===== config.mk =====
export PLATFORM = sky130hd
export DESIGN_NAME = zeroriscy_bnn_seq
export DESIGN_NICKNAME = d
export VERILOG_FILES = /design/src/rtl/zeroriscy_bnn_seq.sv
export SDC_FILE = /design/constraint.sdc
export NUM_CORES = 1
export LEC_CHECK = 0
export CORE_UTILIZATION = 45
export CTS_CLUSTER_SIZE = 14
export DETAILED_ROUTE_END_ITERATION = 12
export HOLD_SLACK_MARGIN = 0.12
export MAX_ROUTING_LAYER = met4
export PLACE_DENSITY = 0.87
export SYNTH_ARGS = -nofsm -noshare
export SYNTH_HDL_FRONTEND = slang
export SYNTH_SLANG_ARGS = --single-unit

===== constraint.sdc =====
create_clock -name clk -period 5.7 [get_ports clk]
set_input_delay 0.57 -clock clk [delete_from_list [all_inputs] [get_ports clk]]
set_output_delay 0.57 -clock clk [all_outputs]
set_load 0.005 [all_outputs]

===== src/rtl/zeroriscy_bnn_seq.sv =====
// Sequencer for the bnn unit. It produces one output word of activations per run.
// A run issues this command sequence:
//   ini, then (pool_cnt+1) x { acc x acc_cnt, pool }, then norm, then activ.
// After activ it waits two cycles for the activation sign bits to settle, then
// captures them into result_o.
//
// Ports:
//   clk, rst               clock; synchronous active-high reset
//   start_i, abort_i       run request (sampled in IDLE only); cancel the current run
//   cfg_*_i                weight/norm row bases, acc words per window, pool windows-1
//   din_*                  activation input stream (valid/ready handshake)
//   bnn_*                  command interface to the bnn unit (en/ready handshake)
//   busy_o, done_o         run active; one-cycle completion pulse
//   result_o               activation bits captured at the end of a run
module zeroriscy_bnn_seq (
    input  logic        clk,
    input  logic        rst,
    input  logic        start_i,
    input  logic        abort_i,
    input  logic [15:0] cfg_wbase_i,
    input  logic [15:0] cfg_nbase_i,
    input  logic [7:0]  cfg_acc_cnt_i,
    input  logic [1:0]  cfg_pool_cnt_i,
    input  logic        din_valid_i,
    input  logic [31:0] din_data_i,
    output logic        din_ready_o,
    output logic        bnn_en_o,
    output logic [2:0]  bnn_operator_o,
    output logic [31:0] bnn_addr_o,
    output logic [31:0] bnn_data_o,
    output logic [6:0]  bnn_param_o,
    input  logic        bnn_ready_i,
    input  logic [31:0] bnn_result_i,
    output logic        busy_o,
    output logic        done_o,
    output logic [31:0] result_o
);

    typedef enum logic [2:0] {
        StIdle, StIni, StAcc, StPool, StNorm, StActiv, StWait, StDone
    } state_e;

    localparam logic [2:0] OpIni   = 3'd0;
    localparam logic [2:0] OpAcc   = 3'd1;
    localparam logic [2:0] OpPool  = 3'd2;
    localparam logic [2:0] OpNorm  = 3'd3;
    localparam logic [2:0] OpActiv = 3'd4;

    state_e      state_q, state_d;
    logic [1:0]  p_q, p_d;
    logic [7:0]  k_q, k_d;
    logic [1:0]  wait_q, wait_d;
    logic [15:0] wbase_q, wbase_d;
    logic [15:0] nbase_q, nbase_d;
    logic [7:0]  acc_cnt_q, acc_cnt_d;
    logic [1:0]  pool_cnt_q, pool_cnt_d;
    logic [31:0] result_q, result_d;

    logic        cmd_valid;
    logic [15:0] cmd_row;
    logic        accept;

    always_comb begin
        state_d    = state_q;
        p_d        = p_q;
        k_d        = k_q;
        wait_d     = wait_q;
        wbase_d    = wbase_q;
        nbase_d    = nbase_q;
        acc_cnt_d  = acc_cnt_q;
        pool_cnt_d = pool_cnt_q;
        result_d   = result_q;
        cmd_valid  = 1'b0;
        cmd_row    = 16'h0;
        bnn_operator_o = OpIni;
        bnn_data_o     = 32'h0;
        done_o         = 1'b0;

        // Command fields depend only on state and latched config, so they stay
        // stable while a command is held off by bnn_ready_i.
        unique case (state_q)
            StIni:   cmd_valid = 1'b1;
            StAcc: begin
                cmd_valid      = din_valid_i;
                bnn_operator_o = OpAcc;
                cmd_row        = wbase_q + {8'h0, k_q};
                bnn_data_o     = din_data_i;
            end
            StPool: begin
                cmd_valid      = 1'b1;
                bnn_operator_o = OpPool;
            end
            StNorm: begin
                cmd_valid      = 1'b1;
                bnn_operator_o = OpNorm;
                cmd_row        = nbase_q;
            end
            StActiv: begin
                cmd_valid      = 1'b1;
                bnn_operator_o = OpActiv;
            end
            default: ;
        endcase

        // Abort and reset kill the command in the same cycle.
        bnn_en_o    = cmd_valid & ~abort_i & ~rst;
        accept      = bnn_en_o & bnn_ready_i;
        din_ready_o = (state_q == StAcc) & accept;

        unique case (state_q)
            StIdle: begin
                if (start_i) begin
                    wbase_d    = cfg_wbase_i;
                    nbase_d    = cfg_nbase_i;
                    acc_cnt_d  = cfg_acc_cnt_i;
                    pool_cnt_d = cfg_pool_cnt_i;
                    p_d        = 2'd0;
                    k_d        = 8'd0;
                    state_d    = StIni;
                end
            end
            StIni: begin
                if (accept) state_d = (acc_cnt_q == 8'd0) ? StPool : StAcc;
            end
            StAcc: begin
                if (accept) begin
                    if (k_q == acc_cnt_q - 8'd1) begin
                        k_d     = 8'd0;
                        state_d = StPool;
                    end else begin
                        k_d = k_q + 8'd1;
                    end
                end
            end
            StPool: begin
                // The pool op reloads acc itself, so the next window skips ini.
                if (accept) begin
                    if (p_q == pool_cnt_q) begin
                        state_d = StNorm;
                    end else begin
                        p_d     = p_q + 2'd1;
                        state_d = (acc_cnt_q == 8'd0) ? StPool : StAcc;
                    end
                end
            end
            StNorm: begin
                if (accept) state_d = StActiv;
            end
            StActiv: begin
                if (accept) begin
                    wait_d  = 2'd2;
                    state_d = StWait;
                end
            end
            StWait: begin
                wait_d = wait_q - 2'd1;
                if (wait_q == 2'd1) state_d = StDone;
            end
            StDone: begin
                result_d = bnn_result_i;
                done_o   = 1'b1;
                state_d  = StIdle;
            end
            default: state_d = StIdle;
        endcase

        if (abort_i) begin
            state_d  = StIdle;
            result_d = result_q;
            done_o   = 1'b0;
        end
    end

    always_ff @(posedge clk) begin
        if (rst) begin
            state_q    <= StIdle;
            p_q        <= 2'd0;
            k_q        <= 8'd0;
            wait_q     <= 2'd0;
            wbase_q    <= 16'h0;
            nbase_q    <= 16'h0;
            acc_cnt_q  <= 8'd0;
            pool_cnt_q <= 2'd0;
            result_q   <= 32'h0;
        end else begin
            state_q    <= state_d;
            p_q        <= p_d;
            k_q        <= k_d;
            wait_q     <= wait_d;
            wbase_q    <= wbase_d;
            nbase_q    <= nbase_d;
            acc_cnt_q  <= acc_cnt_d;
            pool_cnt_q <= pool_cnt_d;
            result_q   <= result_d;
        end
    end

    assign bnn_addr_o  = {16'h0, cmd_row};
    assign bnn_param_o = 7'h0;
    assign busy_o      = (state_q != StIdle);
    assign result_o    = result_q;

endmodule

==> results by group, run 1 <==
Routing
  • DRC viols: 0
  • Post-route ant nets: 0
  • Pre-Repair DR Iteration Count: 4
  • WL final: 13.3 mm
  • WL per Instance: 14.4 um
  • Vias: 4772
  • Via/cell ratio: 5.14
  • Initial drt markers: 144

Timing
  • Final Hold Viols: 0
  • Slew @ Worst Pin: 1140 ps
  • RSZ-0062 raised after global routing: no
  • Worst rel slew slack: 0.241
  • Final TNS setup: 0 ps
  • Final Cycle Share: 0.661
  • Pins over their slew limit: 0
  • Endpoints failing setup: 0
  • Highest clock rate: 266 MHz
  • Final Skew: 10.1 ps
  • Minimum clock period: 3770 ps
  • Hold_ws: 458 ps

Die
  • Starting Density: 0.471
  • Die height: 104 um
  • IO Count: 222
  • Core area: 9950 um^2
  • Die Width: 104 um
  • Site row count: 36
  • DIE AREA: 10800 um^2

Logic synthesis
  • Leading register cell type out of synthesis: dfxtp_1
  • Mapped Avg Cell Area: 7.62 um^2
  • Async SR Flop Fraction: 0
  • Syn Std Cell Area: 4690 um^2
  • Ys Warns: 0
  • Top cells by area, synth: dfxtp_1 38%, nand2_1 13%, a21oi_1 9.4%
  • Syn Inst Count: 615
  • Synth unique cells: 53
  • Synth top area share: 0.380
  • Number of synthesized flops with an enable pin: 0
  • Synth area leader: dfxtp_1
  • Register area share after synthesis: 0.380
  • Synthesized flop and latch total: 89

Job
  • MaxCap Viol Count: 0

Setup path
  • CP required: 5130 ps
  • Arrival @ worst endpoint: 3200 ps
  • Crit path capture type: primary output
  • Setup crit start kind: register
  • CP Max Fanout: 33
  • Critical setup path kind: register to primary output

Clocking
  • Max Root-Sink Buffers: 2
  • TritonCTS clock tree: yes
  • Clock root buffer: clkbuf_8
  • Clk Latency, worst-skew pair: 340 ps
  • Clk sink count: 89
  • H-tree levels: 3
  • Cts repair resizes: 0
  • Post-CTS repair timing setup buffer count: 0
  • Inserted Clock Buffers: 9
  • Clock-pin slew of the registers on the worst-case setup and hold paths: 90 ps
  • CTS Hold Bufs: 0

Status
  • Run status: complete, no violations

Power and ir drop
  • P_leak: 2.60 nW
  • Power Density: 192 nW/um^2
  • Maximum vdd drop: 0.000141 V

Final layout
  • Commonest non-fill, non-tap cells in the layout: 197 x clkdlybuf4s50_1, 167 x nand2_1, 89 x dfxtp_1
  • Finished Cell Area: 6820 um^2
  • Layout cell share with drive strength beyond 1: 0.0365
  • Fin nets: 914
  • Commonest non-fill, non-tap cell in the layout: clkdlybuf4s50_1
  • Antenna diodes: 0
  • Layout fillers: 833
  • Layout area overhead: 45.6%

Global routing
  • Global-route wire length before repair: 22.2 mm
  • Vias in the first global route: 4860
  • Initial antenna violation count: 0
  • Largest net degree at the start of global routing: 84
  • Total track usage: 0.255
  • GRT overflow: 0

Placement
  • Port-buffer cells: 198
  • Routability cong.: 0.811
  • Post-DP Area: 6620 um^2
  • Detailed placement HPWL: 10.1 mm

Hold path
  • Worst Hold Class: register to register
## stage by stage
stage | total power, W | worst slack, ps | utilization | cells
final | 0.00131 | 1930 | 0.685 | 928
after CTS | 0.00132 | 1940 | 0.685 | 928
after global placement | 0.000874 | 2100 | 0.665 | 912
after global routing | 0.00137 | 1650 | 0.685 | 928
after detailed placement | 0.000881 | 2030 | 0.665 | 912
after floorplan | 0.000783 | 3150 | - | 637
## cell type report
class / instances / area, um^2 / share of cell area
clock buffer: 10 / 138 / 0.0202
inverter: 7 / 26.3 / 0.00385
timing repair buffer: 202 / 2010 / 0.294
clock inverter: 6 / 65.1 / 0.00954
multi-input combinational: 481 / 2640 / 0.387
tap: 133 / 166 / 0.0244
sequential: 89 / 1780 / 0.261
## registers in the layout, summed over array words and instances (netlist names), 3 cells and up
signal	cells
k_q	8
result_o	32
wbase_q	16
state_q	3
nbase_q	16
acc_cnt_q	8
## power breakdown
group          switching, W  internal (W)  leakage (nW)
logic             0.0000882      0.000115          1.77
registers         0.0000214      0.000643         0.724
clock network      0.000224      0.000216         0.103
total              0.000334      0.000974          2.60
## final timing paths
path	from	end	cells after the start	slack [ps]
max	state_q[2]	done_o	4	1930
min	result_o[26]	result_o[26]	2	460
max reg2reg	state_q[1]	k_q[2]	6	2860
min reg2reg	result_o[26]	result_o[26]	2	460
## per-layer routing
layer,vias up,share of wire,track usage
li1,2361,-,-
met1,2200,0.39,0.269
met2,189,0.51,0.456
met3,22,0.071,0.0633
met4,0,0.027,0.101
met5,-,0,-
## cells by family after synthesis
logic type | Yosys count | synth area share
AO/OA/AOI/OAI | 132 | 0.172
buffers and inverters | 67 | 0.0745
flip-flops | 89 | 0.380
other | 1 | 0.000800
AND/OR/NAND/NOR | 280 | 0.274
multiplexers | 2 | 0.00427
XOR/XNOR | 32 | 0.0598
adder cells (fa/ha/maj) | 12 | 0.0336
## cell usage after synthesis (all sizes together) (3+ instances only)
| cell | number |
|---|---|
| nand2 | 167 |
| dfxtp | 89 |
| a21oi | 88 |
| and2 | 36 |
| buf | 32 |
| clkbuf | 28 |
| nor2 | 25 |
| xnor2 | 18 |
| a22o | 16 |
| nand3 | 14 |
| xor2 | 14 |
| ha | 11 |
| and3 | 8 |
| o21ai | 8 |
| inv | 7 |
| nor3 | 7 |
| nand4 | 6 |
| a211oi | 3 |
| or2 | 3 |
## critical path, stage by stage (launching register included)
cell	delay, ps
dfxtp_1	790
nand3_1	180
or2_1	660
inv_2	600
clkdlybuf4s50_1	600
No activity file was read; power rests on OpenSTA's default activity.
==> inputs of run 2 (changes only) <==
Settings changed: CORE_UTILIZATION 45 to 37, PLACE_DENSITY 0.87 to 0.76.
Clock period 5.7 ns to 3.2 ns, I/O delays scaled along.
==> results by group, run 2 (synthesis results as in run 1) <==
Status
  • Run status: complete, no violations (unchanged)

Power and ir drop
  • Design Power: 0.00272 W (was 0.00131 W)
  • Power Density: 385 nW/um^2 (was 192 nW/um^2)
  • Maximum vdd drop: 0.000297 V (was 0.000141 V)
  • P_leak: 2.76 nW (was 2.60 nW)

Timing
  • Final Cycle Share: 0.947
  • Slew @ Worst Pin: 857 ps (was 1140 ps)
  • Highest clock rate: 330 MHz
  • Worst rel slew slack: 0.429 (was 0.241)
  • RSZ-0062 raised after global routing: no (unchanged)
  • Final setup margin: 170 ps (was 1930 ps)
  • Endpoints failing setup: 0 (unchanged)
  • Final Hold Viols: 0 (unchanged)
  • Final Skew: 3.47 ps (was 10.1 ps)
  • Minimum clock period: 3030 ps
  • Hold_ws: 453 ps (was 458 ps)
  • Final TNS setup: 0 ps (unchanged)
  • Pins over their slew limit: 0 (unchanged)

Clocking
  • Max Root-Sink Buffers: 2 (unchanged)
  • Clock-pin slew of the registers on the worst-case setup and hold paths: 60 ps (was 90 ps)
  • Inserted Clock Buffers: 9 (unchanged)
  • Clock root buffer: clkbuf_16 (was clkbuf_8)
  • H-tree levels: 3 (unchanged)
  • TritonCTS clock tree: yes (unchanged)
  • Clk sink count: 89 (unchanged)
  • Clk Latency, worst-skew pair: 330 ps (was 340 ps)

Routing
  • Post-route ant nets: 0 (unchanged)
  • DRC viols: 0 (unchanged)
  • Top Metal Used: met4 (unchanged)
  • Via/cell ratio: 4.97 (was 5.14)
  • Routed length on met1: 5.52 mm (was 5.18 mm)
  • WL final: 13.5 mm (was 13.3 mm)
  • Initial drt markers: 212 (was 144)
  • Vias: 4817 (was 4772)
  • Met3 WL: 1.18 mm (was 946 um)
  • Pre-Repair DR Iteration Count: 4 (unchanged)
  • WL per Instance: 14.0 um (was 14.4 um)
  • Met2 wire length: 6.64 mm (was 6.85 mm)

Global routing
  • Global-route wire length before repair: 21.5 mm (was 22.2 mm)
  • GRT overflow: 0 (unchanged)
  • Total track usage: 0.211 (was 0.255)
  • Vias in the first global route: 4652 (was 4860)
  • Largest net degree at the start of global routing: 83 (was 84)
  • Initial antenna violation count: 0 (unchanged)

Setup path
  • CP required: 2880 ps (was 5130 ps)
  • CP Max Fanout: 5 (was 33)
  • Top delay family on crit path: compound AO/OA/AOI/OAI gates (was buffers and inverters)
  • Worst path cell trace: ha_2 > fa_2 > a21o_1 > a211oi_2 > o21ai_2 > nand2_1 > xnor2_1 > a22o_1 > clkdlybuf4s50_1 (was nand3_1 > or2_1 > inv_2 > clkdlybuf4s50_1)
  • Crit path largest cell delay: 490 ps (was 790 ps)
  • Crit path capture type: primary output (unchanged)
  • Slowest cell on crit path: clkdlybuf4s50_1 (was dfxtp_1)
  • Setup crit start kind: register (unchanged)
  • Bufs and invs on worst path: 1 (was 2)
  • Critical setup path kind: register to primary output (unchanged)
  • Arrival @ worst endpoint: 2710 ps (was 3200 ps)

Die
  • Die height: 115 um (was 104 um)
  • Starting Density: 0.385 (was 0.471)
  • Core area: 12200 um^2 (was 9950 um^2)
  • Site row count: 40 (was 36)
  • IO Count: 222 (unchanged)
  • Die Width: 115 um (was 104 um)
  • DIE AREA: 13100 um^2 (was 10800 um^2)

Hold path
  • Worst Hold Class: register to register (unchanged)

Final layout
  • Layout cell share with drive strength beyond 1: 0.0499 (was 0.0365)
  • Commonest non-fill, non-tap cell in the layout: clkdlybuf4s50_1 (unchanged)
  • Max reg flops: 32 (unchanged)
  • Antenna diodes: 0 (unchanged)
  • Commonest non-fill, non-tap cells in the layout: 193 x clkdlybuf4s50_1, 167 x nand2_1, 88 x a21oi_1, 88 x dfxtp_1, 35 x and2_1 (was 197 x clkdlybuf4s50_1, 167 x nand2_1, 89 x dfxtp_1)
  • Layout area overhead: 50.9% (was 45.6%)
  • Layout fillers: 1109 (was 833)
  • Fin nets: 920 (was 914)

Job
  • MaxCap Viol Count: 0 (unchanged)

Placement
  • Routability cong.: 0.835 (was 0.811)
  • Detailed placement HPWL: 9.89 mm (was 10.1 mm)
  • Port-buffer cells: 198 (unchanged)
  • Pre-CTS setup slack: 139 ps (was 2030 ps)
run 2: cell types whose count changed in the layout (fill, tap and decap cells not counted), sizes merged:
cell           change
clkbuf             +1
clkdlybuf4s50      -4
dlymetal6s2s       +4
clkinv             -2
bufinv             +1
buf                +6
run 2: cell type report:
| cell class | instances | area [um^2] | area share |
|---|---|---|---|
| flip-flops and latches | 89 | 1780 | 0.252 |
| clock inverters | 5 | 85.1 | 0.0120 |
| clock buffers | 11 | 253 | 0.0357 |
| inverters | 7 | 26.3 | 0.00372 |
| multi-input cells | 481 | 2650 | 0.375 |
| repair buffers | 208 | 2060 | 0.292 |
| well taps | 168 | 210 | 0.0297 |
run 2: path summary, 6_finish.rpt:
kind / cells after the start / start / slack [ps] / end
hold reg to reg: 2 / result_o[24] / 450 / result_o[24]
setup reg to reg: 6 / state_q[1] / 850 / k_q[1]
setup / recovery: 9 / k_q[0] / 170 / bnn_addr_o[8]
hold / removal: 2 / result_o[24] / 450 / result_o[24]
run 2: metal layers:
layer / track usage / vias to the layer above
met5: - / -
met4: 0.0623 / 0
met3: 0.0540 / 15
met2: 0.372 / 206
met1: 0.235 / 2222
li1: - / 2374
run 2: tightest hold or removal path, stage by stage, from the launching register on:
cell and delay [ps]:
dfxtp_1 310, nand2_1 50, a21oi_1 50
run 2: report_power, final:
| part | switching, W | total (W) | internal, W |
|---|---|---|---|
| clock network | 0.000440 | 0.00117 | 0.000732 |
| logic | 0.000165 | 0.000371 | 0.000206 |
| registers | 0.0000338 | 0.00118 | 0.00115 |
| total | 0.000638 | 0.00272 | 0.00208 |
run 2: metrics by stage:
stage,instance area (um^2),instances,utilization
after CTS,7050,968,0.580
after global routing,7070,969,0.581
after global placement,6700,952,0.551
final,7070,969,0.581
after floorplan,4770,637,-
after detailed placement,6700,952,0.551
run 2: timing repair:
action	in CTS	in global routing
pin swaps	2	5
endpoints found under the setup margin	5	6
setup buffers	0	1
gates resized for setup	3	8
hold endpoints to repair	0	0
hold buffers	0	0
==> inputs of run 3 (changes only) <==
==> constraint.sdc (replaced) <==
create_clock -name clk -period 3.2 [get_ports clk]
set_input_delay 0.32 -clock clk [delete_from_list [all_inputs] [get_ports clk]]
set_output_delay 0.32 -clock clk [all_outputs]
set_load 0.05 [all_outputs]
==> results by group, run 3 (synthesis results as in run 1) <==
Die
  • Die Width: 115 um (unchanged)
  • Starting Density: 0.385 (unchanged)
  • Site row count: 40 (unchanged)
  • IO Count: 222 (unchanged)
  • Core area: 12200 um^2 (unchanged)
  • Die height: 115 um (unchanged)
  • DIE AREA: 13100 um^2 (unchanged)

Global routing
  • Vias in the first global route: 4653 (was 4652)
  • Initial antenna violation count: 0 (unchanged)
  • Global-route wire length before repair: 21.9 mm (was 21.5 mm)
  • Total track usage: 0.217 (was 0.211)
  • GRT overflow: 0 (unchanged)
  • Largest net degree at the start of global routing: 83 (unchanged)

Clocking
  • Clk Latency, worst-skew pair: 340 ps (was 330 ps)
  • Clk sink count: 89 (unchanged)
  • Max Root-Sink Buffers: 2 (unchanged)
  • TritonCTS clock tree: yes (unchanged)
  • H-tree levels: 3 (unchanged)
  • CTS Hold Bufs: 0 (unchanged)
  • Inserted Clock Buffers: 9 (unchanged)
  • Clock-pin slew of the registers on the worst-case setup and hold paths: 60 ps (about the same)
  • Clock root buffer: clkbuf_16 (unchanged)

Routing
  • WL per Instance: 14.2 um (was 14.0 um)
  • Routed length on met1: 5.58 mm (was 5.52 mm)
  • Met3 WL: 1.19 mm (was 1.18 mm)
  • DRC viols: 0 (unchanged)
  • Via/cell ratio: 4.99 (was 4.97)
  • Post-route ant nets: 0 (unchanged)
  • Initial drt markers: 178 (was 212)
  • WL final: 13.8 mm (was 13.5 mm)
  • Vias: 4827 (was 4817)
  • Pre-Repair DR Iteration Count: 5 (was 4)
  • Top Metal Used: met4 (unchanged)
  • Met2 wire length: 6.79 mm (was 6.64 mm)

Timing
  • Worst rel slew slack: 0.429 (about the same)
  • Final Skew: 14.2 ps (was 3.47 ps)
  • Minimum clock period: 3000 ps (was 3030 ps)
  • Final TNS setup: 0 ps (unchanged)
  • Highest clock rate: 334 MHz (was 330 MHz)
  • Final Hold Viols: 0 (unchanged)
  • Pins over their slew limit: 0 (unchanged)
  • Endpoints failing setup: 0 (unchanged)
  • RSZ-0062 raised after global routing: no (unchanged)
  • Final Cycle Share: 0.937 (was 0.947)
  • Hold_ws: 453 ps (about the same)
  • Slew @ Worst Pin: 856 ps (was 857 ps)

Placement
  • Placed insts: 951 (was 952)
  • Port-buffer cells: 198 (unchanged)
  • Post-DP Area: 7190 um^2 (was 6700 um^2)
  • Detailed placement HPWL: 10.1 mm (was 9.89 mm)
  • Routability cong.: 0.836 (was 0.835)

Power and ir drop
  • Clk pwr share: 0.404 (was 0.430)
  • P_leak: 2.91 nW (was 2.76 nW)
  • Pint: 0.00203 W (was 0.00208 W)
  • NetSw: 0.000713 W (was 0.000638 W)
  • Maximum vdd drop: 0.000250 V (was 0.000297 V)
  • Sequential Power Share: 0.431 (was 0.433)
  • Power Density: 366 nW/um^2 (was 385 nW/um^2)
  • Design Power: 0.00275 W (was 0.00272 W)
  • Comb pwr share: 0.165 (was 0.136)
  • Sw Ratio: 0.260 (was 0.234)

Status
  • Run status: complete, no violations (unchanged)

Job
  • MaxCap Viol Count: 0 (unchanged)

Setup path
  • CP required: 2880 ps (about the same)
  • Crit path capture type: primary output (unchanged)
  • CP Max Fanout: 5 (unchanged)
  • Critical setup path kind: register to primary output (unchanged)
  • Arrival @ worst endpoint: 2680 ps (was 2710 ps)
  • Setup crit start kind: register (unchanged)

Final layout
  • Antenna diodes: 0 (unchanged)
  • Max reg flops: 32 (unchanged)
  • Layout area overhead: 60.3% (was 50.9%)
  • Non-Filler Instances: 967 (was 969)
  • Layout fillers: 1047 (was 1109)
  • Finished Cell Area: 7510 um^2 (was 7070 um^2)
  • Commonest non-fill, non-tap cell in the layout: nand2_1 (was clkdlybuf4s50_1)
  • Layout cell share with drive strength beyond 1: 0.105 (was 0.0499)
  • Fin nets: 918 (was 920)
  • Commonest non-fill, non-tap cells in the layout: 167 x nand2_1, 146 x clkdlybuf4s50_1, 89 x dfxtp_1 (was 193 x clkdlybuf4s50_1, 167 x nand2_1, 88 x a21oi_1, 88 x dfxtp_1, 35 x and2_1)

Hold path
  • Worst Hold Class: register to register (unchanged)
run 3: changes by cell type in the layout (fill, tap and decap cells not counted), sizes merged:
cell           previous run  this run
buf                      11        60
bufinv                    2         1
clkbuf                   11        13
clkdlybuf4s50           193       146
dlymetal6s2s              4         0
inv                       9         8
run 3: final timing paths:
| path | start | to | slack, ps | cells after the start |
|---|---|---|---|---|
| hold / removal | result_o[3] | result_o[3] | 450 | 2 |
| setup reg to reg | state_q[1] | k_q[0] | 850 | 6 |
| hold reg to reg | result_o[3] | result_o[3] | 450 | 2 |
| setup / recovery | k_q[0] | bnn_addr_o[14] | 200 | 9 |
run 3: layer usage:
layer,vias to the layer above,track usage
met5,-,-
met4,0,0.0797
met3,20,0.0641
met2,184,0.365
met1,2250,0.242
li1,2373,-
run 3: area by class of cell:
cell class | count | area (um^2) | share of cell area
Multi-Input combinational cell | 481 | 2640 | 0.352
Timing Repair Buffer | 206 | 2530 | 0.337
Sequential cell | 89 | 1780 | 0.237
Clock buffer | 13 | 270 | 0.0360
Tap cell | 168 | 210 | 0.0280
Clock inverter | 3 | 46.3 | 0.00616
Inverter | 7 | 26.3 | 0.00350
run 3: through the flow:
step,util,setup slack [ps]
after detailed placement,0.591,438
after global placement,0.591,481
after global routing,0.618,70.0
final,0.618,202
after CTS,0.617,46.6
after floorplan,-,606
run 3: what timing repair did:
action | CTS | global route
gates resized for setup | 0 | 2
setup endpoints to repair | 0 | 4
buffers inserted | 0 | 0
run 3: power groups by stage:
stage	logic (W)	registers (W)	clock network [W]
floorplan	0.000279	0.00119	0
global placement	0.000442	0.00121	0
detailed placement	0.000452	0.00121	0
CTS	0.000455	0.00118	0.00113
global route	0.000492	0.00119	0.00118
finish	0.000454	0.00118	0.00111
run 3: critical path: stages (launching register included):
cell and delay, ps:
dfxtp_1 370, ha_1 260, fa_1 410, a21o_1 210, a211oi_2 270, o21ai_1 190, nand4_1 150, xnor2_1 130
a22o_1 210, buf_12 150
